--- config.mk ---
export PLATFORM = sky130hd
export DESIGN_NAME = bankroll_ledger_flat
export DESIGN_NICKNAME = d
export VERILOG_FILES = /design/src/rtl/bankroll_ledger_if.sv /design/src/rtl/bankroll_ledger.sv /design/src/flat_wrapper.sv
export SDC_FILE = /design/constraint.sdc
export NUM_CORES = 1
export LEC_CHECK = 0
export ABC_AREA = 1
export CORE_MARGIN = 5
export CORE_UTILIZATION = 25
export CTS_CLUSTER_SIZE = 25
export DETAILED_ROUTE_END_ITERATION = 16
export HOLD_SLACK_MARGIN = 0.06
export SYNTH_ARGS = -nofsm -noshare
export SYNTH_HDL_FRONTEND = slang
export SYNTH_SLANG_ARGS = --single-unit
--- constraint.sdc ---
create_clock -name clk -period 2.9 [get_ports clk]
set_input_delay 0.435 -clock clk [delete_from_list [all_inputs] [get_ports clk]]
set_output_delay 0.435 -clock clk [all_outputs]
set_load 0.01 [all_outputs]
--- src/rtl/bankroll_ledger_if.sv ---
// +--------------------------------------------------------------------------+
// | bankroll_ledger_if : round-control and balance bus of the money ledger   |
// | Rev 1.0                                                                  |
// +--------------------------------------------------------------------------+
`default_nettype none

interface bankroll_ledger_if;
  logic              new_game;
  logic [7:0]        bet_req;
  logic              round_start;
  logic              result_valid;
  logic [1:0]        result;
  logic signed [7:0] total_money;
  logic [7:0]        bet_locked;
  logic              bet_ok;
  logic              busy;
  logic              settled;
  logic              broke;

  modport master (
    output new_game, bet_req, round_start, result_valid, result,
    input  total_money, bet_locked, bet_ok, busy, settled, broke
  );

  modport slave (
    input  new_game, bet_req, round_start, result_valid, result,
    output total_money, bet_locked, bet_ok, busy, settled, broke
  );
endinterface

`default_nettype wire

--- src/rtl/bankroll_ledger.sv ---
// +--------------------------------------------------------------------------+
// | bankroll_ledger : locks a clamped bet per round and settles the balance  |
// | Rev 1.0                                                                  |
// +--------------------------------------------------------------------------+
`default_nettype none

module bankroll_ledger #(
  parameter logic signed [7:0] START_MONEY = 8'sd100,
  parameter logic        [7:0] MIN_BET     = 8'd1,
  parameter logic        [7:0] MAX_BET     = 8'd50
) (
  input  wire logic         clk,
  input  wire logic         rst,
  bankroll_ledger_if.slave  bus
);

  typedef enum logic [1:0] {
    ST_IDLE   = 2'd0,
    ST_LOCKED = 2'd1,
    ST_SETTLE = 2'd2,
    ST_BROKE  = 2'd3
  } state_t;

  state_t             r_state, w_state_n;
  logic signed [7:0]  r_total, w_total_n;
  logic        [7:0]  r_bet, w_bet_n;
  logic               r_ok, w_ok_n;
  logic               r_busy, w_busy_n;
  logic               r_settled, w_settled_n;
  logic               r_broke, w_broke_n;
  logic signed [9:0]  r_delta, w_delta_n;

  logic        [7:0]  w_clamp;
  logic               w_clamp_ok;
  logic signed [9:0]  w_bet10;
  logic signed [9:0]  w_delta;
  logic signed [9:0]  w_sum;
  logic signed [7:0]  w_sat;

  // Bet clamp: range limits first, then never stake more than is held.
  always_comb begin
    w_clamp    = bus.bet_req;
    w_clamp_ok = 1'b1;
    if (w_clamp < MIN_BET) begin
      w_clamp    = MIN_BET;
      w_clamp_ok = 1'b0;
    end
    if (w_clamp > MAX_BET) begin
      w_clamp    = MAX_BET;
      w_clamp_ok = 1'b0;
    end
    if (!r_total[7] && (w_clamp > $unsigned(r_total))) begin
      w_clamp    = $unsigned(r_total);
      w_clamp_ok = 1'b0;
    end
  end

  always_comb begin
    w_bet10 = $signed({2'b00, r_bet});
    w_delta = 10'sd0;
    case (bus.result)
      2'b00:   w_delta = -w_bet10;
      2'b01:   w_delta = 10'sd0;
      2'b10:   w_delta = w_bet10;
      default: w_delta = w_bet10 + $signed({3'b000, r_bet[7:1]});
    endcase
  end

  always_comb begin
    w_sum = $signed({{2{r_total[7]}}, r_total}) + r_delta;
    if (w_sum > 10'sd127) begin
      w_sat = 8'sd127;
    end else if (w_sum < -10'sd128) begin
      w_sat = -8'sd128;
    end else begin
      w_sat = w_sum[7:0];
    end
  end

  always_comb begin
    w_state_n   = r_state;
    w_total_n   = r_total;
    w_bet_n     = r_bet;
    w_ok_n      = r_ok;
    w_delta_n   = r_delta;
    w_settled_n = 1'b0;
    w_broke_n   = r_broke;
    case (r_state)
      ST_IDLE: begin
        if (bus.round_start) begin
          w_state_n = ST_LOCKED;
          w_bet_n   = w_clamp;
          w_ok_n    = w_clamp_ok;
        end
      end
      ST_LOCKED: begin
        if (bus.result_valid) begin
          w_delta_n = w_delta;
          w_state_n = ST_SETTLE;
        end
      end
      ST_SETTLE: begin
        w_total_n   = w_sat;
        w_settled_n = 1'b1;
        if (w_sat <= 8'sd0) begin
          w_state_n = ST_BROKE;
          w_broke_n = 1'b1;
        end else begin
          w_state_n = ST_IDLE;
        end
      end
      ST_BROKE: begin
        w_state_n = ST_BROKE;
      end
      default: begin
        w_state_n = ST_IDLE;
      end
    endcase
    // Outputs are registered, so busy follows the state being entered.
    w_busy_n = (w_state_n == ST_LOCKED) || (w_state_n == ST_SETTLE);
  end

  always_ff @(posedge clk or negedge rst) begin
    if (!rst) begin
      r_state   <= ST_IDLE;
      r_total   <= START_MONEY;
      r_bet     <= 8'd0;
      r_ok      <= 1'b1;
      r_busy    <= 1'b0;
      r_settled <= 1'b0;
      r_broke   <= 1'b0;
      r_delta   <= 10'sd0;
    end else if (bus.new_game) begin
      r_state   <= ST_IDLE;
      r_total   <= START_MONEY;
      r_bet     <= 8'd0;
      r_ok      <= 1'b1;
      r_busy    <= 1'b0;
      r_settled <= 1'b0;
      r_broke   <= 1'b0;
      r_delta   <= 10'sd0;
    end else begin
      r_state   <= w_state_n;
      r_total   <= w_total_n;
      r_bet     <= w_bet_n;
      r_ok      <= w_ok_n;
      r_busy    <= w_busy_n;
      r_settled <= w_settled_n;
      r_broke   <= w_broke_n;
      r_delta   <= w_delta_n;
    end
  end

  assign bus.total_money = r_total;
  assign bus.bet_locked  = r_bet;
  assign bus.bet_ok      = r_ok;
  assign bus.busy        = r_busy;
  assign bus.settled     = r_settled;
  assign bus.broke       = r_broke;

endmodule

`default_nettype wire

--- src/flat_wrapper.sv ---
// flat-port wrapper written by rule: the top's interface ports become plain ports
module bankroll_ledger_flat 
#(
  parameter logic signed [7:0] START_MONEY = 8'sd100,
  parameter logic        [7:0] MIN_BET     = 8'd1,
  parameter logic        [7:0] MAX_BET     = 8'd50
)
  (clk, rst, bus_new_game, bus_bet_req, bus_round_start, bus_result_valid, bus_result, bus_total_money, bus_bet_locked, bus_bet_ok, bus_busy, bus_settled, bus_broke);
  bankroll_ledger_if bus_i ();
  input  wire logic clk;
  input  wire logic rst;
  input wire logic [$bits(bus_i.new_game)-1:0] bus_new_game;
  input wire logic [$bits(bus_i.bet_req)-1:0] bus_bet_req;
  input wire logic [$bits(bus_i.round_start)-1:0] bus_round_start;
  input wire logic [$bits(bus_i.result_valid)-1:0] bus_result_valid;
  input wire logic [$bits(bus_i.result)-1:0] bus_result;
  output wire logic [$bits(bus_i.total_money)-1:0] bus_total_money;
  output wire logic [$bits(bus_i.bet_locked)-1:0] bus_bet_locked;
  output wire logic [$bits(bus_i.bet_ok)-1:0] bus_bet_ok;
  output wire logic [$bits(bus_i.busy)-1:0] bus_busy;
  output wire logic [$bits(bus_i.settled)-1:0] bus_settled;
  output wire logic [$bits(bus_i.broke)-1:0] bus_broke;
  assign bus_i.new_game = bus_new_game;
  assign bus_i.bet_req = bus_bet_req;
  assign bus_i.round_start = bus_round_start;
  assign bus_i.result_valid = bus_result_valid;
  assign bus_i.result = bus_result;
  assign bus_total_money = bus_i.total_money;
  assign bus_bet_locked = bus_i.bet_locked;
  assign bus_bet_ok = bus_i.bet_ok;
  assign bus_busy = bus_i.busy;
  assign bus_settled = bus_i.settled;
  assign bus_broke = bus_i.broke;
  bankroll_ledger #(.START_MONEY(START_MONEY), .MIN_BET(MIN_BET), .MAX_BET(MAX_BET)) u_core (.clk(clk), .rst(rst), .bus(bus_i));
endmodule
# Word-level counts from Yosys, hierarchy flattened
# Cells that the tools add are included.
[op_classes]
n_eq_ne = 7
magnitude_cmp = 6
n_addsub = 3
n_reduce_logical = 14
n_mux = 31
[ops]
columns = ["op", "n"]
rows = [
  ["$mux W8", 10],
  ["$mux W10", 3],
  ["$pmux W10 S3", 1],
  ["$mux W1", 12],
  ["$reduce_bool A2 Y1", 6],
  ["$add A8 B10 Y10", 1],
  ["$gt A10 B8 Y1 const B", 1],
  ["$lt A10 B8 Y1 const B", 1],
  ["$neg A8 Y10", 1],
  ["$add A8 B7 Y9", 1],
  ["$eq A2 B2 Y1 const B", 4],
  ["$gt A8 B6 Y1 const B", 1],
  ["$gt A8 B8 Y1", 1],
  ["$le A8 B1 Y1 const B", 1],
  ["$lt A8 B1 Y1 const B", 1],
  ["$mux W2", 4],
  ["$pmux W2 S4", 1],
  ["$eq A2 B1 Y1 const B", 3],
  ["$reduce_and A2 Y1", 3],
  ["$logic_not A2 Y1", 2],
  ["$logic_and A1 B1 Y1", 1],
  ["$logic_not A1 Y1", 1],
  ["$logic_or A1 B1 Y1", 1],
]
[totals]
input_bits = 15
register_bits = 32
output_inout_bits = 20
wordCells = 69

# Depth between registers and ports, before layout
[logic_depth]
depth_word = 10
mapped_depth = 21

# Worst setup path after synthesis
# No wires, ideal clock.
[synth_path]
path_kind = "reg-to-reg"
startpoint = "register u_core.r_total[0] (netlist: u_core.bus.total_money[0])"
endpoint = "register u_core.r_state[1]"
required_ns = 2.822
path_buffers = 0
stages_incl_launch_ff = 18
synth_period_minus_slack_ns = 2.191
setup_slack_ns = 0.709
arrival_time_ns = 2.113
setup_ns = 0.078
cell_sequence = "dfrtp_1 -> ha_1 -> fa_1 -> nand2_1 -> nand2_1 -> nand3_1 -> nand2_1 -> nand2_1 -> nand2_1 -> nand2_2 -> nand2_4 -> nand2_1 -> nand2_1 -> nor2_1 -> nand2_1 -> nand3_1 -> nand2_1 -> a21oi_1"
[synth_between]
elab_chain_len = 8
[synth_rtl]
columns = ["item", "line", "source"]
rows = [
  ["start, declared", "bankroll_ledger.sv:25", "logic signed [7:0] r_total, w_total_n;"],
  ["start signal, assigned", "bankroll_ledger.sv:144", "r_total <= w_total_n;"],
  ["$add A8 B10 Y10 *", "bankroll_ledger.sv:70", "w_sum = $signed({{2{r_total[7]}}, r_total}) + r_delta;"],
  ["$lt A10 B8 Y1", "bankroll_ledger.sv:73", "end else if (w_sum < -10'sd128) begin"],
  ["$mux W8", "bankroll_ledger.sv:73", ""],
  ["$mux W8 *", "bankroll_ledger.sv:71", "if (w_sum > 10'sd127) begin"],
  ["$le A8 B1 Y1 *", "bankroll_ledger.sv:105", "if (w_sat <= 8'sd0) begin"],
  ["$mux W2 *", "bankroll_ledger.sv:105", ""],
  ["$pmux W2 S4 *", "bankroll_ledger.sv:88", "case (r_state)"],
  ["$mux W2 *", "bankroll_ledger.sv:133", "end else if (bus.new_game) begin"],
  ["end signal, assigned", "bankroll_ledger.sv:143", "r_state <= w_state_n;"],
  ["end, declared", "bankroll_ledger.sv:24", "state_t r_state, w_state_n;"],
]
# Mark *: on every way between the ends. The rest lies on a longest branch, timed or not.
# A chain may end at the register's enable or synchronous reset.

# Final worst setup path
[layout_path]
startpoint = "input port bus_bet_req[3]"
endpoint = "register u_core.r_bet[5] (netlist: u_core.bus.bet_locked[5])"
[layout_between]
elab_chain_len = 10
[layout_rtl]
columns = ["item", "line", "source"]
rows = [
  ["start, declared", "flat_wrapper.sv:13", "input wire logic [$bits(bus_i.bet_req)-1:0] bus_bet_req;"],
  ["$lt A8 B1 Y1", "bankroll_ledger.sv:44", "if (w_clamp < MIN_BET) begin"],
  ["$mux W8 *", "bankroll_ledger.sv:44", ""],
  ["$gt A8 B6 Y1", "bankroll_ledger.sv:48", "if (w_clamp > MAX_BET) begin"],
  ["$mux W8 *", "bankroll_ledger.sv:48", ""],
  ["$gt A8 B8 Y1", "bankroll_ledger.sv:52", "if (!r_total[7] && (w_clamp > $unsigned(r_total))) begin"],
  ["$logic_and A1 B1 Y1", "bankroll_ledger.sv:52", ""],
  ["$mux W8 *", "bankroll_ledger.sv:52", ""],
  ["$mux W8 *", "bankroll_ledger.sv:90", "if (bus.round_start) begin"],
  ["$mux W8 *", "bankroll_ledger.sv:88", ""],
  ["$mux W8 *", "bankroll_ledger.sv:133", ""],
  ["end signal, assigned", "bankroll_ledger.sv:145", "r_bet <= w_bet_n;"],
  ["end, declared", "bankroll_ledger.sv:26", "logic [7:0] r_bet, w_bet_n;"],
]
# Mark *: on every way between the ends. The rest lies on a longest branch, timed or not. The select of a mux whose other input is x is not followed.

==> key figures <==
Yosys
  • Syn Std Cell Area: 2710 um^2
  • Mapped Avg Cell Area: around 7 um^2
  • Post-Synth XOR/XNOR Area: 3.55%
  • Area share of fa/ha/maj cells after synthesis: 16.3%
  • Post-Synth Simple-Gate Area: 27.0%
  • Register area share after synthesis: around 30%
  • Yosys warns: 0
  • Most used DFF post-synth: dfrtp_1
  • FF+latch count, synth: 32
  • Post-synth top area share: about a quarter
  • Synth area leaders: dfrtp_1, ha_1, nand2_1
  • Top-count cell post-synth: nand2_1
  • Main combinational cell family by area after synthesis: simple AND/OR/NAND/NOR gates
  • Async set-reset flop share out of synthesis: 100%
  • Post-synthesis mux area share: 0%
  • Mapped Cells: 381
  • Most frequent cells after synthesis: nand2_1, inv_1, ha_1, nor2_1, nand3_1
  • Cell variety after synth: 36
  • Leading area contributor after synthesis: dfrtp_1
  • Post-synth EDFFs: 0
  • Compound-Gate Fraction of Synth Area: 14.3%

Timing
  • Minimum clock period: roughly 2600 ps
  • Final max-slew violation count: 0
  • Max Fclk: 385 MHz
  • Worst slew pin tran: 679 ps
  • Layout Skew: 7.98 ps
  • Final WS setup: 306 ps
  • Final Cycle Share: 89.5%
  • Slew headroom: 54.6%
  • Hold Vio Cnt, Final: 0
  • Final setup fails: 0
  • Unrepaired setup endpoints after global routing: false
  • Total negative slack: 0 ps

Place
  • DP HPWL: approximately 6000 um
  • Gpl congestion: between 0.8 and 0.9
  • Port bufs: 34
  • DP Area: 3240 um^2
  • Worst slack at placement: 33.1 ps

Cells and area
  • Nets: 471
  • Layout cell share with drive strength beyond 1: 5.67%
  • Final instance area: 3340 um^2
  • Antenna cells: 0
  • Area Growth Syn to Fin: 23.4%

Detailed routing
  • Via count: 2610
  • DR DRC count: 0
  • Wire per inst: about 13 um
  • ANT nets after route: 0
  • TritonRoute pass-1 iters: 4
  • Iteration-0 DRC Markers: 103
  • Vias per cell: approximately 4.6
  • Routed wire length: 7370 um

Global route
  • Largest net degree at the start of global routing: 33
  • First-pass GRT wire length: 12600 um
  • Initial antenna violation count: 0
  • Vias in the first global route: 2658
  • Total grt overflow: 0
  • GRT Overall Usage: 11.9%

Hold path
  • Endpoint, Worst Hold: u_core.bus.broke$_DFFE_PN0P_
  • Hold Startpoint: u_core.bus.broke$_DFFE_PN0P_
  • Min-Delay Path Depth: 2
  • HP Class: register to register

Clock tree
  • Number of hold buffers added after CTS: 0
  • Setup bufs post-CTS: 0
  • Clk_lat worst skew: 290 ps
  • Root Driver: clkbuf_8
  • PostCTS Resize Cnt: 0
  • Clk sink count: 32
  • CTS tree: yes
  • H-Tree Depth: 2
  • TritonCTS Buffers: 5
  • Clk buf depth: 2
  • CTS clock-pin slew for the worst setup and hold paths: 70 ps

Power and ir drop
  • Sequential power share: 40.4%
  • Int Power: 0.838 mW
  • Pwr dens: 359 nW/um^2
  • Sw Ratio: 30.3%
  • Clock group share of total power: between 30% and 40%
  • Total Power: around 1.2 mW
  • Leakage: 1.72 nW
  • Gate power share: 23.9%
  • Psw: 0.364 mW
  • Worst VDD drop: ~170 uV

Critical path
  • Worst EP required: roughly 3100 ps
  • Setup CP Type: input port to register
  • R2R Path Start: u_core.r_delta[0]$_DFFE_PN0P_
  • Reg2Reg Capture Point: u_core.r_state[0]$_DFF_PN0_
  • Critical path arrival: 2740 ps
  • CP endpoint kind: register
  • R2R Setup Slk: 470 ps
  • Maximum fanout along the worst path: 6
  • Crit start category: input port
  • R2R cell count: 17

Die
  • Die W: 114 um
  • Core area: 10700 um^2
  • Die ar.: 13000 um^2
  • Num ports: 35
  • Initial Util: 25.2%
  • Die Y-Extent: 114 um
  • # rows: 38

Flow run
  • Max Cap Viol: 0

Outcome
  • Status: finished, final reports clean
==> power groups by stage <==
stage / sequential, mW / clock, mW / combinational, mW
6_report: 0.486 / 0.428 / 0.288
5_1_grt: 0.490 / 0.458 / 0.326
4_1_cts: 0.487 / 0.438 / 0.288
3_5_place_dp: 0.495 / 0 / 0.286
3_3_place_gp: 0.494 / 0 / 0.282
2_1_floorplan: 0.493 / 0 / 0.179
==> how the worst max path moves through the flow <==
stage,startpoint,to,slack (ps),cells after the start
floorplan,u_core.bus.total_money[0]$_DFFE_PN0P_,u_core.r_state[1]$_DFF_PN0_,710,17
global placement,bus_bet_req[3],u_core.bus.bet_locked[3]$_DFFE_PN0P_,130,22
detailed placement,bus_bet_req[3],u_core.bus.bet_locked[5]$_DFFE_PN0P_,30,22
CTS,bus_bet_req[3],u_core.bus.bet_locked[5]$_DFFE_PN0P_,350,22
global route,bus_bet_req[3],u_core.bus.bet_locked[5]$_DFFE_PN0P_,30,22
finish,bus_bet_req[3],u_core.bus.bet_locked[5]$_DFFE_PN0P_,310,21
==> kinds of logic (layout without fill, tap and decap cells) <==
family	after synthesis	count (layout)
flops	32	32
xor+xnor	11	11
buf+inv	65	106
simple gates	174	174
other cells	1	2
fa+ha+maj	34	34
compound gates	64	64
==> routing by layer <==
layer	vias to the layer above	GRT usage [%]	share of wire (%)
li1	1325	-	-
met2	54	19.1	46
met3	10	1.90	3.0
met1	1221	16.4	49
met5	-	0	0
met4	0	3.40	1.4
==> layout by cell type (no fill, tap or decap), types with 17 or more instances in the layout <==
cell type	Yosys	layout
nand2_1	98	98
inv_1	60	60
clkdlybuf4s50_1	0	34
nor2_1	32	32
ha_1	32	32
nand3_1	29	29
dfrtp_1	28	28
a21oi_1	20	20
o21ai_0	17	17
==> area by class of cell <==
| type | count | area, um^2 |
|---|---|---|
| inverter | 61 | 229 |
| tap | 140 | 175 |
| sequential | 32 | 806 |
| clock inverter | 2 | 35.0 |
| timing repair buffer | 37 | 363 |
| multi-input combinational | 285 | 1660 |
| clock buffer | 6 | 72.6 |
| fill | 1196 | 7400 |
==> critical path, cell delays in order <==
cell	delay, ps
clkdlybuf4s50_1	480
inv_1	40
nand2_1	70
inv_1	40
nand2_1	50
nand3_1	60
nand2_1	130
inv_1	80
nand2_1	90
inv_1	50
ha_1	280
a21oi_1	150
o21ai_0	90
nand2_1	70
o211ai_1	80
nand2_1	80
inv_1	60
nand2_1	90
inv_1	110
nand2_1	70
o221ai_1	110
==> stage by stage <==
| step | std cells | hold slack, ps | util, % |
|---|---|---|---|
| floorplan | 382 | 139 | - |
| finish | 563 | 501 | 31.1 |
| global route | 563 | 547 | 31.1 |
| detailed placement | 555 | 486 | 30.1 |
| global placement | 555 | 490 | 30.1 |
| CTS | 563 | 504 | 31.1 |
==> registers in the layout, indices dropped and copies added (netlist names) <==
register / flops
u_core.bus.bet_locked: 8
u_core.bus.busy: 1
u_core.bus.settled: 1
u_core.r_state: 2
u_core.bus.total_money: 8
u_core.r_delta: 10
u_core.bus.broke: 1
u_core.bus.bet_ok: 1
Note: power is estimated with default switching activity, not from simulation.
